==> config.mk <==
export PLATFORM = sky130hd
export DESIGN_NAME = rx_write_cmd_gen
export DESIGN_NICKNAME = d
export VERILOG_FILES = /design/src/rtl/rx_write_cmd_gen.sv
export SDC_FILE = /design/constraint.sdc
export NUM_CORES = 1
export LEC_CHECK = 0
export CORE_UTILIZATION = 45
export DETAILED_ROUTE_END_ITERATION = 8
export DONT_BUFFER_PORTS = 1
export GPL_ROUTABILITY_DRIVEN = 0
export PLACE_DENSITY = 0.7
export SKIP_LAST_GASP = 1
export SYNTH_ARGS = -nofsm -noshare
export SYNTH_HDL_FRONTEND = slang
export SYNTH_SLANG_ARGS = --single-unit
==> constraint.sdc <==
create_clock -name aclk -period 5.5 [get_ports aclk]
set_clock_uncertainty 0.1 [all_clocks]
set_input_delay 1.1 -clock aclk [delete_from_list [all_inputs] [get_ports aclk]]
set_output_delay 1.1 -clock aclk [all_outputs]
set_load 0.01 [all_outputs]
==> src/rtl/rx_write_cmd_gen.sv <==
// rx_write_cmd_gen
// ----------------
// Turns one parsed RDMA write header plus its payload stream into a single
// AXI DataMover S2MM command, then forwards the payload to the DataMover.
// Packets with an unsupported opcode or an illegal length are consumed and
// discarded without issuing a command.
//
// Ports
//   aclk, areset          clock, synchronous active-high reset
//   hdr_*                 parsed header from rx_header_parser (valid/ready)
//   s_axis_*              payload stream in from the parser
//   m_axis_cmd_*          72-bit DataMover S2MM command out
//   m_axis_s2mm_*         payload stream out to the DataMover
//   err_opcode            one-cycle pulse: opcode unsupported, packet dropped
//   err_length            one-cycle pulse: illegal length or byte-count mismatch
//   pkt_done              one-cycle pulse at the end of every packet
//   bytes_written         running (wrapping) count of bytes sent to S2MM
module rx_write_cmd_gen #(
    parameter int C_AXIS_TDATA_WIDTH = 32,
    parameter int C_AXIS_TKEEP_WIDTH = 4,
    parameter int BTT_WIDTH          = 23
) (
    input  logic                          aclk,
    input  logic                          areset,

    input  logic                          hdr_valid,
    output logic                          hdr_ready,
    input  logic [7:0]                    hdr_opcode,
    input  logic [31:0]                   hdr_remote_addr,
    input  logic [15:0]                   hdr_fragment_offset,
    input  logic [31:0]                   hdr_length,

    input  logic [C_AXIS_TDATA_WIDTH-1:0] s_axis_tdata,
    input  logic [C_AXIS_TKEEP_WIDTH-1:0] s_axis_tkeep,
    input  logic                          s_axis_tvalid,
    output logic                          s_axis_tready,
    input  logic                          s_axis_tlast,

    output logic [71:0]                   m_axis_cmd_tdata,
    output logic                          m_axis_cmd_tvalid,
    input  logic                          m_axis_cmd_tready,

    output logic [C_AXIS_TDATA_WIDTH-1:0] m_axis_s2mm_tdata,
    output logic [C_AXIS_TKEEP_WIDTH-1:0] m_axis_s2mm_tkeep,
    output logic                          m_axis_s2mm_tvalid,
    input  logic                          m_axis_s2mm_tready,
    output logic                          m_axis_s2mm_tlast,

    output logic                          err_opcode,
    output logic                          err_length,
    output logic                          pkt_done,
    output logic [31:0]                   bytes_written
);

    localparam logic [2:0] IDLE = 3'd0;
    localparam logic [2:0] CMD  = 3'd1;
    localparam logic [2:0] DATA = 3'd2;
    localparam logic [2:0] DROP = 3'd3;
    localparam logic [2:0] DONE = 3'd4;

    logic [2:0]  state;
    logic [31:0] length_q;
    logic [31:0] pkt_bytes;
    logic [3:0]  tag;
    logic        op_legal;
    logic        len_bad;
    logic        s_beat;
    logic [31:0] beat_bytes;
    logic [31:0] pkt_bytes_next;
    logic [31:0] cmd_addr;

    // Header legality and the destination address are evaluated on the live
    // header inputs so the decision is ready in the acceptance cycle. The
    // address add deliberately drops the carry so it wraps at 4 GiB.
    // A length is too large when any bit at or above BTT_WIDTH is set.
    assign op_legal = (hdr_opcode == 8'h01) || (hdr_opcode == 8'h0A);
    assign len_bad  = (hdr_length == 32'd0) || ((hdr_length >> BTT_WIDTH) != 32'd0);
    assign cmd_addr = hdr_remote_addr + {16'd0, hdr_fragment_offset};

    // Handshake outputs are pure functions of the state so nothing in the
    // payload path adds a register stage. In DATA the payload is a straight
    // wire to the DataMover; in DROP every beat is swallowed; in every other
    // state the parser is held off so no beat is lost or duplicated.
    assign hdr_ready          = (state == IDLE);
    assign m_axis_cmd_tvalid  = (state == CMD);
    assign pkt_done           = (state == DONE);
    assign s_axis_tready      = (state == DATA) ? m_axis_s2mm_tready : (state == DROP);
    assign m_axis_s2mm_tvalid = (state == DATA) && s_axis_tvalid;
    assign m_axis_s2mm_tdata  = s_axis_tdata;
    assign m_axis_s2mm_tkeep  = s_axis_tkeep;
    assign m_axis_s2mm_tlast  = s_axis_tlast;

    assign s_beat         = s_axis_tvalid && s_axis_tready;
    assign beat_bytes     = 32'($countones(s_axis_tkeep));
    assign pkt_bytes_next = pkt_bytes + beat_bytes;

    // Main packet FSM. Error flags default low every cycle so any set below
    // produces exactly a one-cycle pulse in the cycle after the event.
    // The command word is captured once at header acceptance and then held
    // unchanged for as long as the DataMover stalls it.
    always_ff @(posedge aclk) begin
        if (areset) begin
            state            <= IDLE;
            length_q         <= 32'd0;
            pkt_bytes        <= 32'd0;
            bytes_written    <= 32'd0;
            tag              <= 4'd0;
            m_axis_cmd_tdata <= 72'd0;
            err_opcode       <= 1'b0;
            err_length       <= 1'b0;
        end else begin
            err_opcode <= 1'b0;
            err_length <= 1'b0;
            case (state)
                IDLE: begin
                    if (hdr_valid) begin
                        length_q   <= hdr_length;
                        err_opcode <= !op_legal;
                        err_length <= len_bad;
                        if (!op_legal || len_bad) begin
                            state <= DROP;
                        end else begin
                            m_axis_cmd_tdata <= {4'd0, tag, cmd_addr, 1'b0, 1'b1,
                                                 6'd0, 1'b1, hdr_length[22:0]};
                            state <= CMD;
                        end
                    end
                end
                CMD: begin
                    if (m_axis_cmd_tready) begin
                        tag   <= tag + 4'd1;
                        state <= DATA;
                    end
                end
                DATA: begin
                    if (s_beat) begin
                        pkt_bytes     <= pkt_bytes_next;
                        bytes_written <= bytes_written + beat_bytes;
                        if (s_axis_tlast) begin
                            err_length <= (pkt_bytes_next != length_q);
                            state      <= DONE;
                        end
                    end
                end
                DROP: begin
                    if (s_beat && s_axis_tlast) begin
                        state <= DONE;
                    end
                end
                DONE: begin
                    pkt_bytes <= 32'd0;
                    state     <= IDLE;
                end
                default: state <= IDLE;
            endcase
        end
    end

endmodule

==> results.py <==
metrics = {
    "power": {
        "ir_worst_vdd_mv": 0.218,
        "cellPowerDensity_nw_per_um2": 290,
        "p_leak_nw": 3.26,
    },
    "floorplan": {
        "fp-row-count": 51,
        "die-area_um2": 21000,
        "initial_core_util_pct": 46.6,
        "coreArea_um2": 19800,
        "io_pins": 279,
        "die_w_um": 145,
        "dieHeight_um": 145,
    },
    "sta": {
        "worstMarginPinSlew_ns": 1.06,
        "rsz0062_at_grt": "false",
        "setup_tns_ns": 0,
        "fmax_mhz": 227,
        "drv_slew": 0,
        "period_minus_slack_ns": 4.41,
        "setup_violations": 0,
        "relSlewSlack_pct": 29.6,
        "report.final.hold_viol_count": 0,
        "finalCritPeriodShare_pct": 80.1,
    },
    "final_layout": {
        "post-route-util_pct": 48.7,
        "syn2layout_area_growth_pct": 4.67,
        "num-nets-final": 1265,
        "n_fill_cell": 2000,
        "drive_above_1_share_pct": 4.65,
        "stdcell_area_um2": 9640,
        "diodes": 0,
    },
    "cts": {
        "htree_levels": 4,
        "clk_pin_slew_ns": 0.06,
        "clkLatencyLatePin_ns": 0.42,
        "postCtsHoldBufs": 0,
        "cts_root_buf": "clkbuf_16",
        "cts_tree": "yes",
        "cts_max_path_buffers": 2,
        "cts_sinks": 165,
        "postCtsSetupRepairBufs": 0,
        "cts_inserted_buffers": 17,
        "cts_resized": 0,
    },
    "drt": {
        "dr.first_iter.drc_count": 444,
        "drc": 0,
        "wire_per_inst_um": 17.0,
        "drt-vias-per-instance": 5.60,
        "dr.pass1.iters": 5,
        "drt_wl_total_um": 23500,
        "detail-route-antenna-nets": 0,
        "vias": 7757,
    },
    "synthesis": {
        "synthDistinctLibCells": 64,
        "synthAdderAreaFrac_pct": 4.13,
        "synth_edf_count": 0,
        "ys_async_sr_fraction_pct": 0,
        "post_synth.cell_area_avg_um2": 7.79,
        "synthFlopType": "dfxtp_1",
        "synth_mux_area_share_pct": 0.897,
        "synth_compound_area_share_pct": 16.1,
        "mappedNetlistArea_um2": 9210,
        "synth_top_family_by_area": "simple AND/OR/NAND/NOR gates",
        "yosysWarnings": 0,
        "ys_seq_elements": 165,
        "synthSimpleGateAreaFrac_pct": 25.2,
        "synth-xor-area-share_pct": 10.3,
        "synthCells": 1183,
        "ys_seq_area_share_pct": 35.9,
    },
    "grt": {
        "use_met2_pct": 37.5,
        "grt_use_met1_pct": 26.7,
        "use_met3_pct": 6.23,
        "grt_start_max_net_pins": 170,
        "grt_pass1_wl_um": 37800,
        "grt_overflow_total": 0,
        "grt.busiest_layer": "met2",
        "antenna_found_initial": 0,
        "grt_usage_pct": 22.1,
        "grt_pass1_vias": 7377,
    },
    "setup_path": {
        "cp-start-kind": "primary input",
        "rrSetupSlack_ns": 2.29,
        "cp-startpoint": "s_axis_tkeep[0]",
        "rr_worst_depth": 7,
        "critPathKind": "in2reg",
        "cp_max_fo": 5,
        "worstPathRequired_ns": 5.67,
        "endpoint": "err_length$_SDFF_PP0_",
        "regToRegEndpoint": "m_axis_cmd_tdata[37]$_SDFFE_PP0P_",
        "r2r-start": "state[0]$_SDFFE_PP0P_",
        "crit_path_end_kind": "flop",
        "worstPathArrival_ns": 4.57,
    },
    "placement": {
        "port_buffers": 0,
        "hpwl_um": 16800,
        "placed_area_um2": 9030,
    },
    "outcome": {
        "status": "complete, no violations",
    },
    "worst_hold_path": {
        "hold_class": "reg2reg",
    },
    "run": {
        "drv_cap": 0,
    },
}
## worst min-delay path by stage
stage                                              to  slack (ns)                 startpoint  cells past startpoint
finish                      length_q[27]$_SDFFE_PP0P_        0.37  length_q[27]$_SDFFE_PP0P_                      2
CTS                         length_q[27]$_SDFFE_PP0P_        0.37  length_q[27]$_SDFFE_PP0P_                      2
global route        m_axis_cmd_tdata[67]$_SDFFE_PP0P_        0.38        tag[3]$_SDFFE_PP0P_                      2
global placement    m_axis_cmd_tdata[67]$_SDFFE_PP0P_        0.35        tag[3]$_SDFFE_PP0P_                      2
floorplan                   length_q[21]$_SDFFE_PP0P_        0.35  length_q[21]$_SDFFE_PP0P_                      2
detailed placement          length_q[27]$_SDFFE_PP0P_        0.36  length_q[27]$_SDFFE_PP0P_                      2
## cell usage in the layout (no fill, tap or decap), types with 5 or more instances in the layout
cell type and count:
nor2b_1 12, a22oi_1 8, nand3b_1 5, nand2b_1 12
clkbuf_16 17, nand2_1 198, inv_1 20, and2_1 7
nor3_1 32, o211ai_1 5, nand4_1 13, nand3_1 24
or4_1 6, conb_1 11, a211oi_1 20, or3_1 14
o21ai_0 44, dfxtp_1 165, buf_4 7, nor2_1 115
o21a_1 6, xor2_1 32, mux2i_1 6, nor4_1 11
and4_1 6, xnor2_1 76, a21o_1 8, and3_1 13
nor4b_1 5, ha_1 24, nor3b_1 7, inv_6 5
a21oi_1 124
## critical path, stage by stage
cell,delay (ns)
fa_1,0.47
ha_1,0.21
ha_1,0.36
fa_1,0.50
nor2b_1,0.18
o21ai_1,0.33
nor3_1,0.16
xnor2_1,0.15
a2111oi_0,0.47
nand4_1,0.17
nor4_1,0.30
a41oi_1,0.14
## cells by family after synthesis
logic type | count (synthesis)
and+or+nand+nor | 492
AOI/OAI and AO/OA | 248
DFF | 165
buffers and inverters | 133
xor gates and xnor gates | 108
adders and majority gates | 28
muxes | 8
other | 1
## synth_stat cells, drive strengths merged (7+ instances only)
library cell	number	area, um^2
clkbuf	56	210
o21ai	46	230
xnor2	76	666
nand2b	13	88.8
nor3b	7	52.6
inv	20	75.1
xor2	32	280
nand4	14	93.8
nor4	13	93.8
or3	14	87.6
dfxtp	165	3300
a21oi	124	621
a21o	8	60.1
nor2	117	442
ha	24	300
and3	13	81.3
and2	7	43.8
nor2b	12	75.1
nand2	198	743
a22oi	8	60.1
nor3	32	160
a211oi	20	150
buf	57	407
nand3	25	130
## metal layers
| layer | vias to the layer above | routed length (um) |
|---|---|---|
| li1 | 3848 | - |
| met1 | 3584 | 9810 |
| met2 | 294 | 11300 |
| met3 | 31 | 1960 |
| met4 | 0 | 405 |
| met5 | - | 0 |
## area by class of cell
type                    count  area [um^2]  share of cell area [%]
clock inverters            12          168                    1.74
multi-input cells         895         5260                    54.6
inverters                  20         75.1                   0.779
well taps                 265          332                    3.44
clock buffers              20          447                    4.63
flip-flops and latches    165         3300                    34.3
repair buffers              7         52.6                   0.545
## flip-flops by register name, indices dropped and copies added (netlist names)
register,flops
bytes_written,32
err_length,1
err_opcode,1
length_q,32
m_axis_cmd_tdata,60
pkt_bytes,32
state,3
tag,4
## per-stage QoR
step                instances  hold slack [ns]  worst slack [ns]  total power, W
floorplan                1193            0.348             0.900         0.00156
global placement         1352            0.353             0.736         0.00157
detailed placement       1352            0.358             0.699         0.00157
CTS                      1384            0.367              1.14         0.00282
global route             1384            0.379             0.786         0.00291
finish                   1384            0.372              1.09         0.00280
## power by group
group | internal, W | switching [W] | leakage (nW)
combinational | 0.000121 | 0.000175 | 1.64
sequential | 0.00122 | 0.0000273 | 1.33
clock | 0.000738 | 0.000515 | 0.291
total | 0.00208 | 0.000718 | 3.26
Power figures use the tool's default switching activity.
